`src/rtl/seq_alu_pkg.sv`:
```
// Shared definitions for the sequential ALU responder and its stimulus controller.
//   - default operand/result width and mode field width
//   - mode_e: operation encodings carried on mode_in
//   - state_e: handshake FSM states
//   - flag bit positions within the 3-bit flags bus {bad_mode, div_zero, overflow}
//   - needs_engine(): whether an operation runs on the iterative engine
package seq_alu_pkg;

    localparam int WIDTH_DEF  = 8;
    localparam int MODE_W_DEF = 8;

    localparam int FLAG_OVF = 0;
    localparam int FLAG_DZ  = 1;
    localparam int FLAG_BAD = 2;

    typedef enum logic [MODE_W_DEF-1:0] {
        MODE_ADD  = 8'd0,
        MODE_SUB  = 8'd1,
        MODE_RSUB = 8'd2,
        MODE_MUL  = 8'd3,
        MODE_SHR  = 8'd4,
        MODE_SHL  = 8'd5,
        MODE_RSHR = 8'd6,
        MODE_RSHL = 8'd7,
        MODE_DIV  = 8'd8,
        MODE_MOD  = 8'd9
    } mode_e;

    typedef enum logic [1:0] {
        IDLE = 2'd0,
        EXEC = 2'd1,
        RESP = 2'd2
    } state_e;

    // Multiply always iterates; divide/modulo iterate only for a nonzero
    // divisor (divide-by-zero is resolved in a single cycle).
    function automatic logic needs_engine(input logic [MODE_W_DEF-1:0] mode,
                                          input logic                  b_is_zero);
        return (mode == MODE_MUL) ||
               (((mode == MODE_DIV) || (mode == MODE_MOD)) && !b_is_zero);
    endfunction

endpackage

```
`src/rtl/seq_alu_iter_engine.sv`:
```
// Iterative multiply / divide datapath shared by MUL, DIV and MOD.
//   clk, rst_n  : clock, asynchronous active-low reset
//   start       : load operands and begin W iteration steps
//   op_div      : 0 = shift-add multiply (LSB first), 1 = restoring divide (MSB first)
//   a, b        : operands (multiply a*b, divide a/b)
//   done        : high during the final step; outputs are valid in that cycle
//   product     : full 2*W-bit product
//   quotient    : a / b
//   remainder   : a % b
// Outputs are the register next-state values, so the caller captures the
// result on the same edge that performs the last step.
module seq_alu_iter_engine
    import seq_alu_pkg::*;
#(
    parameter int W = WIDTH_DEF
) (
    input  logic           clk,
    input  logic           rst_n,
    input  logic           start,
    input  logic           op_div,
    input  logic [W-1:0]   a,
    input  logic [W-1:0]   b,
    output logic           done,
    output logic [2*W-1:0] product,
    output logic [W-1:0]   quotient,
    output logic [W-1:0]   remainder
);

    localparam int CNT_W = $clog2(W + 1);

    // acc holds {high half, low half}:
    //   multiply: {partial product, remaining multiplier bits}
    //   divide  : {partial remainder, dividend bits shifting into quotient}
    logic [2*W-1:0]   acc_q, acc_d;
    logic [W-1:0]     opnd_q, opnd_d;   // multiplicand or divisor
    logic [CNT_W-1:0] cnt_q, cnt_d;     // steps remaining; zero when idle
    logic             op_div_q, op_div_d;
    logic [W:0]       mul_sum;
    logic [W:0]       div_shift;

    always_comb begin
        acc_d     = acc_q;
        opnd_d    = opnd_q;
        cnt_d     = cnt_q;
        op_div_d  = op_div_q;
        mul_sum   = '0;
        div_shift = '0;
        if (start) begin
            op_div_d = op_div;
            opnd_d   = op_div ? b : a;
            acc_d    = {{W{1'b0}}, (op_div ? a : b)};
            cnt_d    = CNT_W'(W);
        end else if (cnt_q != '0) begin
            cnt_d = cnt_q - 1'b1;
            if (op_div_q) begin
                // Bring the next dividend bit into the partial remainder and
                // subtract the divisor if it fits; the quotient bit fills the
                // vacated LSB.
                div_shift = acc_q[2*W-1:W-1];
                if (div_shift >= {1'b0, opnd_q}) begin
                    acc_d = {div_shift[W-1:0] - opnd_q, acc_q[W-2:0], 1'b1};
                end else begin
                    acc_d = {div_shift[W-1:0], acc_q[W-2:0], 1'b0};
                end
            end else begin
                // Add the multiplicand when the current multiplier bit is set,
                // then shift the whole accumulator right, carry included.
                mul_sum = {1'b0, acc_q[2*W-1:W]} + (acc_q[0] ? {1'b0, opnd_q} : '0);
                acc_d   = {mul_sum, acc_q[W-1:1]};
            end
        end
    end

    always_ff @(posedge clk or negedge rst_n) begin
        if (!rst_n) begin
            acc_q    <= '0;
            opnd_q   <= '0;
            cnt_q    <= '0;
            op_div_q <= 1'b0;
        end else begin
            acc_q    <= acc_d;
            opnd_q   <= opnd_d;
            cnt_q    <= cnt_d;
            op_div_q <= op_div_d;
        end
    end

    assign done      = (cnt_q == CNT_W'(1));
    assign product   = acc_d;
    assign quotient  = acc_d[W-1:0];
    assign remainder = acc_d[2*W-1:W];

endmodule

```
`src/rtl/seq_alu_responder.sv`:
```
// Sequential ALU responder: accepts one operation per in_valid/in_ready
// handshake, computes it, and returns the result on out_valid/out_ready.
//   clk, rst_n          : clock, asynchronous active-low reset
//   in_valid / in_ready : operation handshake (in_ready high only in IDLE)
//   a_in, b_in, mode_in : operands and operation select
//   out_valid/out_ready : result handshake (out_valid high only in RESP)
//   c_out               : result, held stable while out_valid
//   flags               : {bad_mode, div_zero, overflow}, valid with out_valid
// Single-cycle ops spend one cycle in EXEC; MUL and nonzero-divisor DIV/MOD
// spend WIDTH cycles in EXEC on the iterative engine.
module seq_alu_responder
    import seq_alu_pkg::*;
#(
    parameter int WIDTH  = WIDTH_DEF,
    parameter int MODE_W = MODE_W_DEF
) (
    input  logic              clk,
    input  logic              rst_n,
    input  logic              in_valid,
    output logic              in_ready,
    input  logic [WIDTH-1:0]  a_in,
    input  logic [WIDTH-1:0]  b_in,
    input  logic [MODE_W-1:0] mode_in,
    output logic              out_valid,
    input  logic              out_ready,
    output logic [WIDTH-1:0]  c_out,
    output logic [2:0]        flags
);

    state_e              state_q, state_d;
    logic [WIDTH-1:0]    a_q, a_d;
    logic [WIDTH-1:0]    b_q, b_d;
    logic [MODE_W-1:0]   mode_q, mode_d;
    logic [WIDTH-1:0]    c_q, c_d;
    logic [2:0]          flags_q, flags_d;

    logic                accept;
    logic                eng_start;
    logic                eng_done;
    logic [2*WIDTH-1:0]  eng_product;
    logic [WIDTH-1:0]    eng_quotient;
    logic [WIDTH-1:0]    eng_remainder;
    logic [WIDTH-1:0]    eng_c;
    logic [2:0]          eng_flags;
    logic [WIDTH-1:0]    sc_c;
    logic [2:0]          sc_flags;
    logic [WIDTH:0]      wide;

    assign in_ready  = (state_q == IDLE);
    assign out_valid = (state_q == RESP);
    assign c_out     = c_q;
    assign flags     = flags_q;
    assign accept    = in_valid && in_ready;

    // The engine loads straight from the input bus on the accept edge so
    // that EXEC spends exactly WIDTH cycles iterating.
    assign eng_start = accept && needs_engine(mode_in, (b_in == '0));

    seq_alu_iter_engine #(
        .W (WIDTH)
    ) u_engine (
        .clk       (clk),
        .rst_n     (rst_n),
        .start     (eng_start),
        .op_div    (mode_in != MODE_MUL),
        .a         (a_in),
        .b         (b_in),
        .done      (eng_done),
        .product   (eng_product),
        .quotient  (eng_quotient),
        .remainder (eng_remainder)
    );

    // Result selection for iterative operations.
    always_comb begin
        eng_c     = eng_quotient;
        eng_flags = '0;
        if (mode_q == MODE_MUL) begin
            eng_c               = eng_product[WIDTH-1:0];
            eng_flags[FLAG_OVF] = |eng_product[2*WIDTH-1:WIDTH];
        end else if (mode_q == MODE_MOD) begin
            eng_c = eng_remainder;
        end
    end

    // Single-cycle operations. Logical shifts by WIDTH or more already give
    // zero, which is the required result, so no clamp is needed.
    always_comb begin
        sc_c     = '0;
        sc_flags = '0;
        wide     = '0;
        case (mode_q)
            MODE_ADD: begin
                wide               = {1'b0, a_q} + {1'b0, b_q};
                sc_c               = wide[WIDTH-1:0];
                sc_flags[FLAG_OVF] = wide[WIDTH];
            end
            MODE_SUB: begin
                wide               = {1'b0, a_q} - {1'b0, b_q};
                sc_c               = wide[WIDTH-1:0];
                sc_flags[FLAG_OVF] = wide[WIDTH];
            end
            MODE_RSUB: begin
                wide               = {1'b0, b_q} - {1'b0, a_q};
                sc_c               = wide[WIDTH-1:0];
                sc_flags[FLAG_OVF] = wide[WIDTH];
            end
            MODE_SHR:  sc_c = a_q >> b_q;
            MODE_SHL:  sc_c = a_q << b_q;
            MODE_RSHR: sc_c = b_q >> a_q;
            MODE_RSHL: sc_c = b_q << a_q;
            MODE_MUL:  sc_c = '0;
            // DIV/MOD only land here with a zero divisor.
            MODE_DIV: begin
                sc_c              = '1;
                sc_flags[FLAG_DZ] = 1'b1;
            end
            MODE_MOD: begin
                sc_c              = a_q;
                sc_flags[FLAG_DZ] = 1'b1;
            end
            default:   sc_flags[FLAG_BAD] = 1'b1;
        endcase
    end

    always_comb begin
        state_d = state_q;
        a_d     = a_q;
        b_d     = b_q;
        mode_d  = mode_q;
        c_d     = c_q;
        flags_d = flags_q;
        case (state_q)
            IDLE: begin
                if (accept) begin
                    a_d     = a_in;
                    b_d     = b_in;
                    mode_d  = mode_in;
                    state_d = EXEC;
                end
            end
            EXEC: begin
                if (!needs_engine(mode_q, (b_q == '0))) begin
                    c_d     = sc_c;
                    flags_d = sc_flags;
                    state_d = RESP;
                end else if (eng_done) begin
                    c_d     = eng_c;
                    flags_d = eng_flags;
                    state_d = RESP;
                end
            end
            RESP: begin
                if (out_ready) begin
                    state_d = IDLE;
                end
            end
            default: state_d = IDLE;
        endcase
    end

    always_ff @(posedge clk or negedge rst_n) begin
        if (!rst_n) begin
            state_q <= IDLE;
            a_q     <= '0;
            b_q     <= '0;
            mode_q  <= '0;
            c_q     <= '0;
            flags_q <= '0;
        end else begin
            state_q <= state_d;
            a_q     <= a_d;
            b_q     <= b_d;
            mode_q  <= mode_d;
            c_q     <= c_d;
            flags_q <= flags_d;
        end
    end

endmodule

```
`config.mk`:
```
export PLATFORM = sky130hd
export DESIGN_NAME = seq_alu_responder
export DESIGN_NICKNAME = d
export VERILOG_FILES = /design/src/rtl/seq_alu_pkg.sv /design/src/rtl/seq_alu_iter_engine.sv /design/src/rtl/seq_alu_responder.sv
export SDC_FILE = /design/constraint.sdc
export NUM_CORES = 1
export LEC_CHECK = 0
export ABC_AREA = 1
export ABC_CLOCK_PERIOD_IN_PS = 5000
export CAP_MARGIN = 20
export CORE_UTILIZATION = 55
export CTS_BUF_LIST = sky130_fd_sc_hd__clkbuf_8
export DETAILED_ROUTE_END_ITERATION = 8
export GPL_TIMING_DRIVEN = 0
export PLACE_DENSITY = 0.81
export SYNTH_ARGS = -nofsm -noshare
export SYNTH_HDL_FRONTEND = slang
export SYNTH_SLANG_ARGS = --single-unit
```
`constraint.sdc`:
```
create_clock -name clk -period 5 [get_ports clk]
set_clock_uncertainty 0.05 [all_clocks]
set_input_delay 0.5 -clock clk [delete_from_list [all_inputs] [get_ports clk]]
set_output_delay 0.5 -clock clk [all_outputs]
set_load 0.01 [all_outputs]
```
==> results of run 1 <==
## kinds of logic after synthesis
| family | after synthesis | share of synthesized area (%) |
|---|---|---|
| AO/OA/AOI/OAI | 198 | 16.8 |
| XOR/XNOR | 10 | 1.32 |
| adder cells (fa/ha/maj) | 48 | 9.61 |
| buffers and inverters | 178 | 10.5 |
| flip-flops | 66 | 24.9 |
| multiplexers | 1 | 0.151 |
| AND/OR/NAND/NOR | 552 | 36.7 |
## power by group
group	total, mW	internal [mW]	switching [mW]
Clock	0.403	0.178	0.224
Sequential	1.06	0.763	0.295
Combinational	3.19	1.05	2.14
Total	4.65	1.99	2.66
## worst register-to-register path, delay by kind of cell (launching register included)
kind | cells | cell delay, ns
fa+ha+maj | 1 | 0.34
simple gates | 7 | 0.69
compound gates | 5 | 0.78
flops | 1 | 0.49
buf+inv | 4 | 0.95
## worst paths after layout
path	from	end	cells past startpoint
min in group clk	c_out[3]	c_out[3]	2
hold reg to reg	c_out[3]	c_out[3]	2
setup / recovery	a_q[2]	c_out[6]	17
setup reg to reg	a_q[2]	c_out[6]	17
hold / removal	rst_n	a_q[3]	1
max in group asynchronous	rst_n	state_q[1]	1
## cells in the mapped netlist, types with 6 or more instances
| cell type | instances |
|---|---|
| clkbuf_1 | 20 |
| nand2_2 | 6 |
| or2_2 | 8 |
| nor3_1 | 9 |
| inv_2 | 11 |
| o21ai_0 | 82 |
| xor2_1 | 8 |
| dfrtp_1 | 66 |
| nor2_2 | 11 |
| nor2_1 | 84 |
| nand4_1 | 19 |
| ha_1 | 43 |
| o211ai_1 | 17 |
| a21oi_1 | 53 |
| nand3_1 | 90 |
| buf_2 | 9 |
| o21ai_1 | 19 |
| inv_1 | 133 |
| nand2_1 | 301 |
## flip-flops by register name, indices dropped and copies added (netlist names)
name               flops
flags                  3
state_q                2
b_q                    8
u_engine.acc_q        16
u_engine.cnt_q         4
a_q                    8
mode_q                 8
u_engine.op_div_q      1
u_engine.opnd_q        8
c_out                  8
## layer usage
| layer | track usage (%) | up-vias | wire (um) | part of all wire [%] |
|---|---|---|---|---|
| met1 | 55.4 | 3272 | 10300 | 47 |
| met5 | 0 | - | 0 | 0 |
| li1 | - | 3540 | - | - |
| met2 | 52.0 | 358 | 8720 | 40 |
| met4 | 8.38 | 0 | 332 | 1.5 |
| met3 | 8.38 | 35 | 2380 | 11 |
## metrics by stage
stage / area [sq um] / total power [mW] / util (%) / instances / hold slack, ns
floorplan: 6640 / 3.23 / - / 1053 / 0.154
global placement: 7220 / 4.12 / 62.2 / 1236 / 0.413
detailed placement: 7220 / 4.14 / 62.1 / 1236 / 0.415
CTS: 7390 / 4.56 / 63.6 / 1252 / 0.222
global route: 7390 / 5.08 / 63.6 / 1252 / 0.262
finish: 7390 / 4.65 / 63.6 / 1252 / 0.189
## layout make-up
type	instances	area, sq um
flip-flops and latches	66	1650
plain buffers	33	154
clock buffers	9	124
inverters	145	544
multi-input cells	809	4290
clock inverters	7	47.5
fillers	1127	4230
repair buffers	40	398
well taps	143	179
==> results.md, run 1 <==
* Drt wl/cell at ~17 um
* Failing checks: DRC
* Routed vias/inst at roughly 5.8
* Die Area at ~13,000 sq um
* # setup viols final at 0
* Type of origin of the critical path: register
* Latest clock arrival within the worst-skew pair at between 0.3 and 0.4 ns
* Post-Synthesis Cells at around 1,100
* Crit path kind: register to register
* Slew @ Worst Pin at 0.840 ns
* Critical path's top delay family: buffers and inverters
* Antenna viol nets, final at 0
* H-Tree Depth at 3
* Vias in the first global route at 6,573
* Static Leak at between 3 and 4 nW
* DRC viols at 3
* Share of cells above drive strength 1 at about 7.3%
* Yosys warning total at 0
* Max Slew Vio Count at 0
* Fin crit share at between 60% and 70%
* Worst path bufs/invs at 4
* Final nets at 1,180
* Flops & latches, synth at 66
* Worst path slowest cell: dfrtp_1
* Root Driver: clkbuf_8
* Die Span X at approximately 110 um
* Total CTS buffers at 9
* Max clock buf depth at 2
* Post-CTS Setup Inserts at 0
* Largest net degree at the start of global routing at 67
* Post-CTS sizing at 0
* HP Class: input port to async pin
* TritonCTS Sinks at 66
* Area Overhead vs Synth at 11.3%
* CTS Hold Bufs at 0
* VDD IR max at about 0.00036 V
* CTS tree: built
* Commonest non-fill, non-tap cell in the layout: nand2_1
* Setup TNS at 0 ns
* Crit-path max cell delay at between 0.4 and 0.5 ns
* Register clock-pin slew on the reported worst setup and hold paths at 0.08 ns
* N_diodes at 0
* Leading area contributor after synthesis: dfrtp_1
* CP Data Required Time at 5.21 ns
* Via count at just over 7,000
* PD cells at between 600 and 700 nW/um^2
* Initial DRT Pass Iterations at 9
* Most frequent cells in the layout: nand2_1, inv_1, nand3_1
* Max frequency at around 0.3 GHz
* Cell Area, Synth at 6640 sq um
* Worst Slack Setup Final at roughly 1.6 ns
* GRT Resource Usage Total at between 30% and 40%
* Seq/Total Area, Yosys at 24.9%
* Number of flops mapped to enable cells by yosys at 0
* Routed wire length at 21,700 um
* Post-synth top area share at around 25%
* Gpl congestion at a little under 1
* Flop2flop setup slack at 1.57 ns
* Top FF cell, synth: dfrtp_1
* Place WS at 1.76 ns
* Netlist cell types at between 50 and 60
* Drt initial violations at 836
* Grt ovf at 0
* Post-DP HPWL at about 17,000 um
* Initial Util at a little under three fifths
* Slew HR at between 40 and 50%
* Fin. Hold Viols at 0
* CP Cell Sequence: clkbuf_1 -> inv_1 -> ha_1 -> buf_2 -> inv_1 -> a21oi_1 -> o21ai_0 -> nand2_1 -> nand2_1 -> a21oi_1 -> a21oi_1 -> o21ai_0 -> nand3_1 -> nand2_1 -> nand2_1 -> nand2_1 -> nand2_1
* Crit-path most repeated cell: nand2_1
* I/O pin count at between 40 and 50
* Min Tclk post-route at between 3 and 4 ns
* Number of max-cap violations at 0
* Global-route wire length before repair at 35,100 um
* Antenna violations before repair at 0
* Critical Path AT at between 3 and 4 ns
* Die height at roughly 110 um
* Row count at 39
* Input/output buffers at 40
* Synth area leaders: dfrtp_1, nand2_1, ha_1
* Unrepaired setup endpoints after global routing: no
* Avg Inst Size Synth at between 6 and 7 sq um
* Outcome: complete, but fails checks
* Syn_nets at roughly 1,100
* Share of flip-flops with an asynchronous set or reset at 100%
* Crit-path max FO at 10
* CP endpoint kind: register
* Core box area at roughly 12,000 sq um
Power figures use the tool's default switching activity.
==> run 2, diff against run 1 <==
--- a/config.mk
+++ b/config.mk
@@ -6,7 +6,7 @@
 export NUM_CORES = 1
 export LEC_CHECK = 0
 export ABC_AREA = 1
-export ABC_CLOCK_PERIOD_IN_PS = 5000
+export ABC_CLOCK_PERIOD_IN_PS = 3600
 export CAP_MARGIN = 20
 export CORE_UTILIZATION = 55
 export CTS_BUF_LIST = sky130_fd_sc_hd__clkbuf_8
==> constraint.sdc (replaced) <==
create_clock -name clk -period 3.6 [get_ports clk]
set_clock_uncertainty 0.05 [all_clocks]
set_input_delay 0.36 -clock clk [delete_from_list [all_inputs] [get_ports clk]]
set_output_delay 0.36 -clock clk [all_outputs]
set_load 0.01 [all_outputs]
==> results of run 2 <==
The final DEF is identical to that of run 1. Status: complete, but fails checks: DRC.
Main changes from that run: setup slack after placement 1.76 ns -> 0.360 ns; setup slack after layout 1.57 ns -> 0.170 ns; hold slack 0.189 ns -> 0.0488 ns; register-to-register setup slack 1.57 ns -> 0.17 ns; total power 4.65 mW -> 6.45 mW; worst IR drop on VDD 0.000360 V -> 0.000501 V
==> run 3, diff against run 2 <==
--- a/config.mk
+++ b/config.mk
@@ -7,7 +7,6 @@
 export LEC_CHECK = 0
 export ABC_AREA = 1
 export ABC_CLOCK_PERIOD_IN_PS = 3600
-export CAP_MARGIN = 20
 export CORE_UTILIZATION = 55
 export CTS_BUF_LIST = sky130_fd_sc_hd__clkbuf_8
 export DETAILED_ROUTE_END_ITERATION = 8
==> results of run 3 <==
The final DEF is identical to that of run 1. Status: complete, but fails checks: DRC.
Main changes from that run: setup slack after placement 1.76 ns -> 0.360 ns; setup slack after layout 1.57 ns -> 0.170 ns; hold slack 0.189 ns -> 0.0488 ns; register-to-register setup slack 1.57 ns -> 0.17 ns; total power 4.65 mW -> 6.45 mW; worst IR drop on VDD 0.000360 V -> 0.000501 V
